[config.mk]
export PLATFORM = sky130hd
export DESIGN_NAME = quad_decoder
export DESIGN_NICKNAME = d
export VERILOG_FILES = /design/src/rtl/quad_pkg.sv /design/src/rtl/quad_decoder_glitch_filter.sv /design/src/rtl/quad_decoder.sv
export SDC_FILE = /design/constraint.sdc
export NUM_CORES = 1
export LEC_CHECK = 0
export CAP_MARGIN = 20
export CORE_UTILIZATION = 52
export DETAILED_ROUTE_END_ITERATION = 10
export PLACE_DENSITY = 0.75
export SYNTH_ARGS = -nofsm -noshare
export SYNTH_HDL_FRONTEND = slang
export SYNTH_SLANG_ARGS = --single-unit
[constraint.sdc]
create_clock -name clk -period 1.55 [get_ports clk]
set_input_delay 0.31 -clock clk [delete_from_list [all_inputs] [get_ports clk]]
set_output_delay 0.31 -clock clk [all_outputs]
set_load 0.005 [all_outputs]
[src/rtl/quad_pkg.sv]
// Shared types and helpers for the quadrature decoder: FSM states,
// the forward Gray-code successor and the startup settling length.
package quad_pkg;

   typedef enum logic {INIT, RUN} state_t;

   // Forward (A leads) successor of a {A,B} pair.
   // The reverse successor is the inverse mapping.
   function automatic logic [1:0] fwd_next(input logic [1:0] ab);
      logic [1:0] nxt;
      case (ab)
         2'b00:   nxt = 2'b10;
         2'b10:   nxt = 2'b11;
         2'b11:   nxt = 2'b01;
         default: nxt = 2'b00;
      endcase
      return nxt;
   endfunction

   // Cycles spent in INIT after reset release: long enough for the
   // synchroniser and filter to settle plus one cycle to load prev.
   function automatic int init_len(input int sync_stages, input int filter_len);
      return sync_stages + filter_len + 1;
   endfunction

endpackage

[src/rtl/quad_decoder_glitch_filter.sv]
// One encoder channel: multi-flop synchroniser followed by a stability
// counter that only accepts a new level after it has persisted for
// FILTER_LEN consecutive cycles.
module glitch_filter #(
   parameter int SYNC_STAGES = 2,
   parameter int FILTER_LEN  = 4
) (
   input  logic clk,
   input  logic rst,
   input  logic din,
   output logic dout
);

   localparam int CW = $clog2(FILTER_LEN + 1);

   logic [SYNC_STAGES-1:0] sync_reg;
   logic [CW-1:0]          cnt_reg;
   logic                   level_reg;
   logic                   sync_out;

   // Shift the asynchronous input through the synchroniser chain.
   always_ff @(posedge clk or posedge rst) begin
      if (rst) begin
         sync_reg <= '0;
      end else begin
         sync_reg <= {sync_reg[SYNC_STAGES-2:0], din};
      end
   end

   assign sync_out = sync_reg[SYNC_STAGES-1];

   // Count consecutive disagreements; adopt the new level on the Nth one.
   always_ff @(posedge clk or posedge rst) begin
      if (rst) begin
         cnt_reg   <= '0;
         level_reg <= 1'b0;
      end else if (sync_out == level_reg) begin
         cnt_reg <= '0;
      end else if (cnt_reg == CW'(FILTER_LEN - 1)) begin
         level_reg <= sync_out;
         cnt_reg   <= '0;
      end else begin
         cnt_reg <= cnt_reg + 1'b1;
      end
   end

   assign dout = level_reg;

endmodule

[src/rtl/quad_decoder.sv]
// Quadrature decoder front end: filters both channels, then decodes the
// Gray-code sequence into a step pulse, a held direction and a sticky
// error for simultaneous changes on both channels.
module quad_decoder
   import quad_pkg::*;
#(
   parameter int SYNC_STAGES = 2,
   parameter int FILTER_LEN  = 4
) (
   input  logic clk,
   input  logic rst,
   input  logic a_in,
   input  logic b_in,
   input  logic en,
   input  logic err_clr,
   output logic step,
   output logic up_down,
   output logic err
);

   localparam int INIT_LEN = init_len(SYNC_STAGES, FILTER_LEN);
   localparam int IW       = $clog2(INIT_LEN + 1);

   logic [1:0]    raw;
   logic [1:0]    cur;
   logic [1:0]    prev_reg;
   state_t        state_reg, state_next;
   logic [IW-1:0] init_cnt_reg, init_cnt_next;
   logic          step_reg, step_next;
   logic          up_down_reg, up_down_next;
   logic          err_reg, err_next;

   // Bit 1 carries A, bit 0 carries B.
   assign raw = {a_in, b_in};

   generate
      for (genvar gi = 0; gi < 2; gi++) begin : g_chan
         glitch_filter #(
            .SYNC_STAGES(SYNC_STAGES),
            .FILTER_LEN (FILTER_LEN)
         ) u_filter (
            .clk (clk),
            .rst (rst),
            .din (raw[gi]),
            .dout(cur[gi])
         );
      end
   endgenerate

   // State, history and output registers.
   always_ff @(posedge clk or posedge rst) begin
      if (rst) begin
         state_reg    <= INIT;
         init_cnt_reg <= '0;
         prev_reg     <= 2'b00;
         step_reg     <= 1'b0;
         up_down_reg  <= 1'b1;
         err_reg      <= 1'b0;
      end else begin
         state_reg    <= state_next;
         init_cnt_reg <= init_cnt_next;
         prev_reg     <= cur;
         step_reg     <= step_next;
         up_down_reg  <= up_down_next;
         err_reg      <= err_next;
      end
   end

   // Next-state and decode: classify cur against prev once settled.
   always_comb begin
      state_next    = state_reg;
      init_cnt_next = init_cnt_reg;
      step_next     = 1'b0;
      up_down_next  = up_down_reg;
      err_next      = err_reg & ~err_clr;
      case (state_reg)
         INIT: begin
            if (init_cnt_reg == IW'(INIT_LEN - 1)) begin
               state_next = RUN;
            end else begin
               init_cnt_next = init_cnt_reg + 1'b1;
            end
         end
         RUN: begin
            if (cur != prev_reg) begin
               if (cur == fwd_next(prev_reg)) begin
                  step_next    = en;
                  up_down_next = 1'b1;
               end else if (prev_reg == fwd_next(cur)) begin
                  step_next    = en;
                  up_down_next = 1'b0;
               end else begin
                  // Both channels moved at once: direction is unknowable.
                  err_next = 1'b1;
               end
            end
         end
         default: state_next = INIT;
      endcase
   end

   assign step    = step_reg;
   assign up_down = up_down_reg;
   assign err     = err_reg;

endmodule

* Word-level counts from Yosys, hierarchy flattened *
Cells that the tools add are included.
W data, S select, Z words.

operators by class
  eq/ne operators = 12
  reduce and logical (&&, ||, !) cells = 7
  mux-type cells = 23
  add/subtract/negate cells = 3
  bitwise operators = 6

operators with widths
  kind                   count
  $mux W1                12
  $mux W3                4
  $pmux W2 S3            2
  $mux W2                5
  $add A3 B1 Y3 const B  3
  $eq A2 B2 Y1 const B   4
  $eq A3 B2 Y1 const B   2
  $reduce_and A2 Y1      3
  $not A1 Y1             5
  $eq A2 B2 Y1           2
  $logic_not A2 Y1       2
  $eq A3 B3 Y1 const B   1
  $reduce_and A3 Y1      1
  $eq A1 B1 Y1           2
  $ne A2 B2 Y1           1
  $reduce_bool A2 Y1     1
  $and A1 B1 Y1          1

word-level totals
  bits in registers = 21
  input bits = 6

* Depth between registers and ports, before layout *
Gate-level depths: netlist (run 1).

  depth after elaboration = 13
  gate-level depth with buffers = 5
  mapped depth without buffers = 5

* Modules after synthesis *
From an unflattened synthesis (run 1), not the netlist that was laid out.

unflattened totals
  cells, all modules = 61
  area total of the unflattened synthesis = 820.8 um^2

modules (own cells, without submodules)
  module         times used  area an instance (um^2)  cells each
  glitch_filter  2           220.2                    14
  quad_decoder   1           380.4                    33

* Least setup slack after synthesis (run 1) *
No wires, ideal clock.

  kind = reg2reg
  start = reg init_cnt_reg[0]
  end = reg init_cnt_reg[2]
  period minus slack after synthesis = 1215 ps
  slack = 335 ps
  setup time = 123 ps
  cell stages (with the launch flop) = 6
  arrival time = 1092 ps
  required time = 1427 ps
  path through = dfrtp_1 -> inv_1 -> ha_1 -> a21oi_1 -> nand2_1 -> xnor2_1

on the way
  longest elaborated chain between the ends = 3
  elaborated cells between the ends (all ways) = 4

RTL lines
  element                                                line                text
  start: declaration                                     quad_decoder.sv:28  logic [IW-1:0] init_cnt_reg, init_cnt_next;
  start signal: assignment                               quad_decoder.sv:61  init_cnt_reg <= init_cnt_next;
  branches (longest 3 deep; another with $add A3 B1 Y3)  --

Parallel ways; which one is timed is not known.
A chain may end at the register's enable or synchronous reset.

* Worst setup path in the final report (run 1) *
  start = reg err_reg, in the netlist err
  end = out err

RTL lines
  element                   line                text
  start: declaration        quad_decoder.sv:31  logic err_reg, err_next;
  start signal: assignment  quad_decoder.sv:65  err_reg <= err_next;
  end: declaration          quad_decoder.sv:18  output logic err

No word-level cell between the ends.

==> metrics list, run 1 <==
* Clock buffer count from CTS: 3
- Ranked by total cell area, the synthesized netlist is headed by sky130_fd_sc_hd__dfrtp_1 62%, sky130_fd_sc_hd__xnor2_1 6.6%, sky130_fd_sc_hd__ha_1 6.2%.
- Buf/Inv on CP: 1
- Setup repair after global routing left no endpoint under its margin.
* Slew at the pin closest to its max-slew limit: 257 ps
- Port buffering added 8 buffers.
* TritonCTS clock tree: built
* Max-cap violations: 0
- Sequential share of the synthesized area: 0.657
- The smallest clock period supported by the final layout is computed as 1480 ps.
- Post-route fraction of the period consumed by the critical path: 0.953
* Required time reported for the critical path endpoint: 1240 ps
- Number of DRC violations after detailed routing: 0
- Slew HR: 0.827
- The number of nets in the synthesized netlist is 68.
- The final max-slew violation count was 0.
- The final layout contains routed wiring with a total length of about 1100 um.
* Total non-filler cell area in the finished layout: 950 um2
* Final count of hold timing violations: 0
* Mapped Avg Cell Area: 13.8 um2
* Fraction of layout cells with a size suffix above 1: 0.123
- After clock tree synthesis, the clock-pin slew on the worst setup and hold paths is 110 ps.
- RR Startpoint: g_chan[0].u_filter.cnt_reg[0]$_DFF_PP0_
- Among all stages on the critical path, the largest delay is contributed by sky130_fd_sc_hd__clkdlybuf4s50_1.
- In this run the clock root is driven by a sky130_fd_sc_hd__clkbuf_4.
- STA puts the critical path data arrival time at about 1200 ps.
- Yosys mapped a number of flops with a built-in enable equal to 0.
* # H-tree levels: 1
- The number of antenna violations at the first check in global routing is 0.
* Peak fanout along the critical path: 2
* Number of violations reported at the end of detailed-routing iteration 0: 8
- Top post-synthesis cells by count: 20 x sky130_fd_sc_hd__dfrtp_1, 6 x sky130_fd_sc_hd__xnor2_1, 5 x sky130_fd_sc_hd__inv_1
* Overall power consumption: about 1500 uW
- For this run, the number of Yosys warnings is 0.
- Global route total overflow: 0
* Worst Skew: approximately 4.6 ps
- The cell family contributing the most delay on the critical path is buffers and inverters.
- For this run, the slowest stage of the critical path takes 500 ps.
- The core region is 0.00137 mm2.
* Peak Freq: 0.677 GHz
- For the worst-skew pair, the clock arrives at the later sink with an insertion delay of 290 ps.
- Total via count in the routed design: 461
- Hold Crit Class: in -> async
- Signed area change from the synthesized netlist to the final layout: 18.4%
- Number of flip-flops in the largest register: 6
- Seq cells post-synth: 21
- The signal on the critical path passes through clkdlybuf4s50_1.
* Cell with the most instances after synthesis: sky130_fd_sc_hd__dfrtp_1
* Worst-case hold slack: 321 ps
- Leading area contributor after synthesis: sky130_fd_sc_hd__dfrtp_1
- In the routed layout, each cell is associated on average with a via count of about 5.2.
- Launch point of the critical path: err$_DFF_PP0_
* Number of buffers inserted for hold repair after clock tree synthesis: 0
- DIE WIDTH: 41.3 um
- 0 antenna diodes ended up in the layout.
- Largest net degree at the start of global routing: 22
- Total GRT Usage: 0.160
- Pin placement for this block handled 9 I/O pins.
* CP startpoint kind: flip-flop
- At the end of the flow, the number of nets in the layout was 84.
* Post-DP HPWL: about 790 um
- Max clock buf depth: 2
- Setup crit end kind: output pin
- Counting every sink on the clock net gives 21.
- In this run the power density over the cells is 1610 mW/mm2.
- Placed inst area: 916 um2
- Setup tns final: 0 ps
- Synthesized cell area: 802 um2
- Drt pass-1 iters: 4
- Of the post-synthesis cell area, the dominant cell type holds 0.624.
* Final count of negative-setup-slack endpoints: 0
- Among all flip-flop cells after synthesis, the most frequent one is sky130_fd_sc_hd__dfrtp_1.
- Global-route wire length before repair: 1590 um
* Vias in the first global route: 400
- The die covers ~0.0017 mm2.
- Unique cell type count in the Yosys netlist: 17
* Share of flip-flops with an asynchronous set or reset after synthesis: 1.00
* Die boundary height: 41.3 um
- Row generation in the floorplan step produced 13 rows.
* Detailed-route wire length per cell: about 12 um
- Counting every instance in the synthesized netlist gives 58.
- Worst-case vdd ir drop: a little over 900 uV
* Leakage Power: 0.000434 uW
- Crit Path Category: reg -> out
* Utilization of the core after routing: 0.695
- Run status: completed
* Starting density of the core: 0.587
* GPL Wtd Cong: 0.661
* Detail Route Antenna Nets: 0
## report_power, final
| group | internal, uW | switching [uW] |
|---|---|---|
| registers | 698 | 115 |
| logic | 279 | 195 |
| clock network | 96.0 | 150 |
| total | 1070 | 460 |
## kinds of logic after synthesis
| group | Yosys count | synth area share |
|---|---|---|
| flip-flops | 21 | 0.657 |
| AND/OR/NAND/NOR | 11 | 0.0795 |
| XOR/XNOR | 9 | 0.108 |
| AO/OA/AOI/OAI | 6 | 0.0421 |
| buffers and inverters | 5 | 0.0234 |
| adder cells (fa/ha/maj) | 4 | 0.0624 |
| multiplexers | 2 | 0.0281 |
## layout by cell type, fill, tap and decap left out, types with 2 or more instances in the layout
cell type	netlist	layout
sky130_fd_sc_hd__xnor2_1	6	6
sky130_fd_sc_hd__mux2_1	2	2
sky130_fd_sc_hd__nor2b_1	4	4
sky130_fd_sc_hd__nor3b_1	2	2
sky130_fd_sc_hd__nor3_1	2	2
sky130_fd_sc_hd__dfrtp_1	20	20
sky130_fd_sc_hd__ha_1	4	4
sky130_fd_sc_hd__xor2_1	2	2
sky130_fd_sc_hd__inv_1	5	5
sky130_fd_sc_hd__a21oi_1	4	4
sky130_fd_sc_hd__clkdlybuf4s50_1	0	7
sky130_fd_sc_hd__clkbuf_4	0	3
sky130_fd_sc_hd__buf_4	0	3
## final timing paths
path	endpoint	slack (ps)	cells after the start
max	err	70	1
min	g_chan[1].u_filter.sync_reg[0]$_DFF_PP0_	320	3
max reg2reg	g_chan[0].u_filter.dout$_DFFE_PP0P_	340	3
min reg2reg	g_chan[0].u_filter.sync_reg[1]$_DFF_PP0_	360	0
max in group asynchronous	up_down$_DFFE_PP1P_	960	3
min in group clk	g_chan[0].u_filter.sync_reg[1]$_DFF_PP0_	360	0
## timing repair
| item | in CTS | in global routing |
|---|---|---|
| gates resized for setup | 1 | 0 |
| endpoints found under the setup margin | 1 | 0 |
| hold endpoints to repair | 0 | 0 |
| buffers inserted | 1 | 0 |
## through the flow
step                      cells  worst slack (ps)
final                        88              73.6
after global placement       83               243
after floorplan              58               335
after global routing         88              3.56
after detailed placement     83               228
after CTS                    88              49.0
## routing by layer
| layer | vias up | global-route usage | wire, um |
|---|---|---|---|
| li1 | 217 | - | - |
| met1 | 223 | 0.175 | 483 |
| met2 | 17 | 0.258 | 527 |
| met3 | 4 | 0.0652 | 57 |
| met4 | 0 | 0.0968 | 19 |
| met5 | - | 0 | 0 |
## final cells by class
class / count / area, um2
Clock buffer: 3 / 22.5
Multi-Input combinational cell: 32 / 256
Sequential cell: 21 / 527
Fill cell: 115 / 417
Clock inverter: 1 / 5.00
Inverter: 5 / 18.8
Timing Repair Buffer: 11 / 101
Tap cell: 15 / 18.8
Note: power is estimated with default switching activity, not from simulation.
==> run 2: changes to the inputs <==
--- a/config.mk
+++ b/config.mk
@@ -9,6 +9,8 @@
 export CORE_UTILIZATION = 52
 export DETAILED_ROUTE_END_ITERATION = 10
-export PLACE_DENSITY = 0.75
+export HOLD_SLACK_MARGIN = 0.03
+export PLACE_DENSITY = 0.74
 export SYNTH_ARGS = -nofsm -noshare
 export SYNTH_HDL_FRONTEND = slang
+export SYNTH_HIERARCHICAL = 1
 export SYNTH_SLANG_ARGS = --single-unit
==> constraint.sdc (replaced) <==
create_clock -name clk -period 1.55 [get_ports clk]
set_input_delay 0.2325 -clock clk [delete_from_list [all_inputs] [get_ports clk]]
set_output_delay 0.2325 -clock clk [all_outputs]
set_load 0.005 [all_outputs]
==> run 2 against run 1 <==
First-iteration DRC count decreased by 38%. Largest cell class unchanged. Design area increased by 0.26%. Sequential share of layout area decreased by 0.15 points. Final cell count increased by 1.1%. Highest routed layer unchanged. Critical path depth unchanged. Die area increased by 2.2%. Area after synthesis increased by 2.3%. Largest power group unchanged.
==> metrics list, run 2 <==
* Run status: completed
* Share of flip-flops with an asynchronous set or reset after synthesis: 1.00
- Static timing analysis puts the maximum clock frequency at 0.731 GHz.
* Worst-case vdd ir drop: 1020 uV
- Part of the total power dissipated in combinational logic: 0.310
- For this run, the total global-route usage over all layers was measured as 0.142.
- After clock tree synthesis, the flow added hold-fix buffers numbering 0.
- Number of violations reported at the end of detailed-routing iteration 0: 5
- The tool flagged a number of max-cap violations equal to 0.
- Area fraction of the dominant cell type after synthesis: 0.610
* DIE WIDTH: 41.7 um
- Detail Route Antenna Nets: 0
- At the worst endpoint, the required time is around 1300 ps.
- Max clock buf depth: 2
* Slew HR: 0.774
- Via count normalized by instance count: 4.90
* # H-tree levels: 1
- Leading cell types in the layout, fill and taps excluded: 20 x sky130_fd_sc_hd__dfrtp_1, 7 x sky130_fd_sc_hd__inv_1, 7 x sky130_fd_sc_hd__clkdlybuf4s50_1
- Detailed-route wire length per cell: 10.9 um
- Peak fanout along the critical path: 2
* Crit Path Category: reg -> out
* TritonCTS clock tree: built
* Top post-synthesis cells by count: 20 x sky130_fd_sc_hd__dfrtp_1, 7 x sky130_fd_sc_hd__inv_1, 5 x sky130_fd_sc_hd__xor2_1
- Worst slack at placement: 299 ps
- The critical path goes through clkdlybuf4s50_1.
- Counting both buffers and inverters, the worst setup path holds a total of 1.
- Antenna violations before repair: 0
- Number of enable flip-flop cells after synthesis: 0
* Number of core rows: 13
- Hold is met by 206 ps.
- Sequential share of the synthesized area: 0.642
- Synthesized instance count: 61
* Hold Crit Class: in -> async
* Setup crit end kind: output pin
- Sorting the synthesized cells by area gives the leading types as sky130_fd_sc_hd__dfrtp_1 61%, sky130_fd_sc_hd__ha_1 6.1%, sky130_fd_sc_hd__xor2_1 5.3%.
* Stage delay of the slowest cell on the critical path: 490 ps
* Setup tns final: 0 ps
- GPL Wtd Cong: between 0.6 and 0.7
- The die is 41.7 um tall.
* Global route total overflow: 0
- Yosys Warn Count: 6
* Cell with the largest stage delay on the worst path: sky130_fd_sc_hd__clkdlybuf4s50_1
- Once routing completed, OpenROAD measured the worst setup slack at between 150 and 200 ps.
- The filler cells instantiated in the layout total 109.
- After synthesis, the netlist uses 15 different library cells.
- Proportion of power drawn by the clock network: 0.162
* Total count of max-transition violations in the final report: 0
- Worst Skew: 0.974 ps
- The repair_antennas step left the layout with diodes totalling 0.
* Mapped Avg Cell Area: 13.5 um2
- Flop-to-flop setup slack: 280 ps
* Clock buffer count from CTS: 3
- Slew at the pin closest to its max-slew limit: 339 ps
- The final route contains 436 vias.
- Among all flip-flop cells after synthesis, the most frequent one is sky130_fd_sc_hd__dfrtp_1.
* Detailed Route WL: roughly 1000 um
- STA puts the critical path data arrival time at 1130 ps.
- The die covers 0.00174 mm2.
* Most common cell after layout, fill and taps aside: sky130_fd_sc_hd__dfrtp_1
- Clock sinks: 21
- P_int: roughly 1100 uW
* Crit path time final: between 1000 and 1500 ps
- Routed wl met2: 401 um
* Vias in the first global route: between 400 and 500
- Cell count after placement: 84
- Synthesis produced a netlist with a net count of 71.
- Net switching fraction of the power: 0.288
- Top-level port count: 9
- Setup repair after global routing missed its margin: false
- The worst setup path is launched from a flip-flop.
- In this run the static leakage power is 0.000444 uW.
- Root buf cell: sky130_fd_sc_hd__clkbuf_4
* Seq cells post-synth: 21
- Power per unit of standard cell area: roughly 1600 mW/mm2
- Count of placed standard cells in the final layout, fillers left out: 89
- Drt pass-1 iters: 2
- DR top layer: met4
- Latest clock arrival within the worst-skew pair: 290 ps
- In the final layout, the share of cells above drive strength 1 is 0.122.
* Global-route wire length before repair: 1840 um
- Post-route fraction of the period consumed by the critical path: 0.882
* Post-DP HPWL: 767 um
* Number of DRC violations after detailed routing: 0
- The register with the most flip-flops in the layout has 6 of them.
- Length of routed met3 wiring: 28 um
- The initial utilization of the core area, before any placement, comes to 0.594.
- By instance count, the leading cell after synthesis is sky130_fd_sc_hd__dfrtp_1.
- The detailed router put a total of 530 um of wire on met1.
* Share of total power in sequential cells: 0.528
* Leading area contributor after synthesis: sky130_fd_sc_hd__dfrtp_1
- Signed area change from the synthesized netlist to the final layout: 16.0%
* Clock transition at the register clock pins on the worst setup and hold paths after CTS: about 100 ps
- Summing every instance area after synthesis gives ~820 um2.
- Net switching power figure: 433 uW
- Final count of negative-setup-slack endpoints: 0
* Port Buf Inserts: 8
* Largest net degree at the start of global routing: 12
* Area of the core region: 0.00138 mm2
- Final count of hold timing violations: 0
- Number of nets in the finished design: 85
* Largest delay share family, worst path: buffers and inverters
## run 2: worst register-to-register path: stages (launching register included)
cell	delay [ps]
sky130_fd_sc_hd__dfrtp_1	380
sky130_fd_sc_hd__inv_1	80
sky130_fd_sc_hd__ha_1	190
sky130_fd_sc_hd__a21oi_1	260
sky130_fd_sc_hd__inv_1	110
sky130_fd_sc_hd__nand2_1	70
sky130_fd_sc_hd__o21ai_0	70
## run 2: final timing paths
check	startpoint	to	cells past startpoint
max	err$_DFF_PP0_	err	1
min	rst	g_chan[0].u_filter/cnt_reg[0]$_DFF_PP0_	2
max reg2reg	init_cnt_reg[0]$_DFFE_PP0P_	init_cnt_reg[1]$_DFFE_PP0P_	6
min reg2reg	g_chan[1].u_filter/sync_reg[0]$_DFF_PP0_	g_chan[1].u_filter/sync_reg[1]$_DFF_PP0_	0
max in group asynchronous	rst	up_down$_DFFE_PP1P_	2
min in group clk	g_chan[1].u_filter/sync_reg[0]$_DFF_PP0_	g_chan[1].u_filter/sync_reg[1]$_DFF_PP0_	0
## run 2: cells by family after synthesis
logic type               share of synthesized area
AO/OA/AOI/OAI                               0.0366
multiplexers                                0.0274
flip-flops                                   0.642
XOR/XNOR                                    0.0960
adder cells (fa/ha/maj)                     0.0610
buffers and inverters                       0.0320
AND/OR/NAND/NOR                              0.105
## run 2: area by class of cell
class | count | area, um2 | area share
sequential | 21 | 527 | 0.553
multi-input combinational | 33 | 268 | 0.281
timing repair buffer | 9 | 86.3 | 0.0907
clock buffer | 4 | 26.3 | 0.0276
inverter | 7 | 26.3 | 0.0276
tap | 15 | 18.8 | 0.0197
## run 2: stage by stage
stage / instance area [um2] / util / total power (uW)
finish: 952 / 0.689 / 1500
global route: 952 / 0.689 / 1620
CTS: 952 / 0.689 / 1530
detailed placement: 920 / 0.665 / 1270
global placement: 920 / 0.665 / 1260
floorplan: 821 / - / 1130
## run 2: what timing repair did
| item | 4_1_cts | 5_1_grt |
|---|---|---|
| endpoints found under the setup margin | 1 | 0 |
| resized for setup | 1 | 0 |
| endpoints found under the hold margin | 0 | 0 |
| buffers inserted | 1 | 0 |
## run 2: power groups by stage
| stage | Sequential, uW | Combinational (uW) | Clock (uW) |
|---|---|---|---|
| floorplan | 800 | 326 | 0 |
| global placement | 808 | 451 | 0 |
| global route | 815 | 527 | 282 |
| detailed placement | 814 | 460 | 0 |
| CTS | 798 | 474 | 255 |
| finish | 795 | 466 | 244 |
## run 2: routing by layer
metal / vias to the layer above / GRT usage
li1: 225 / -
met1: 201 / 0.203
met2: 8 / 0.184
met3: 2 / 0.0391
met4: 0 / 0.0968
met5: - / 0
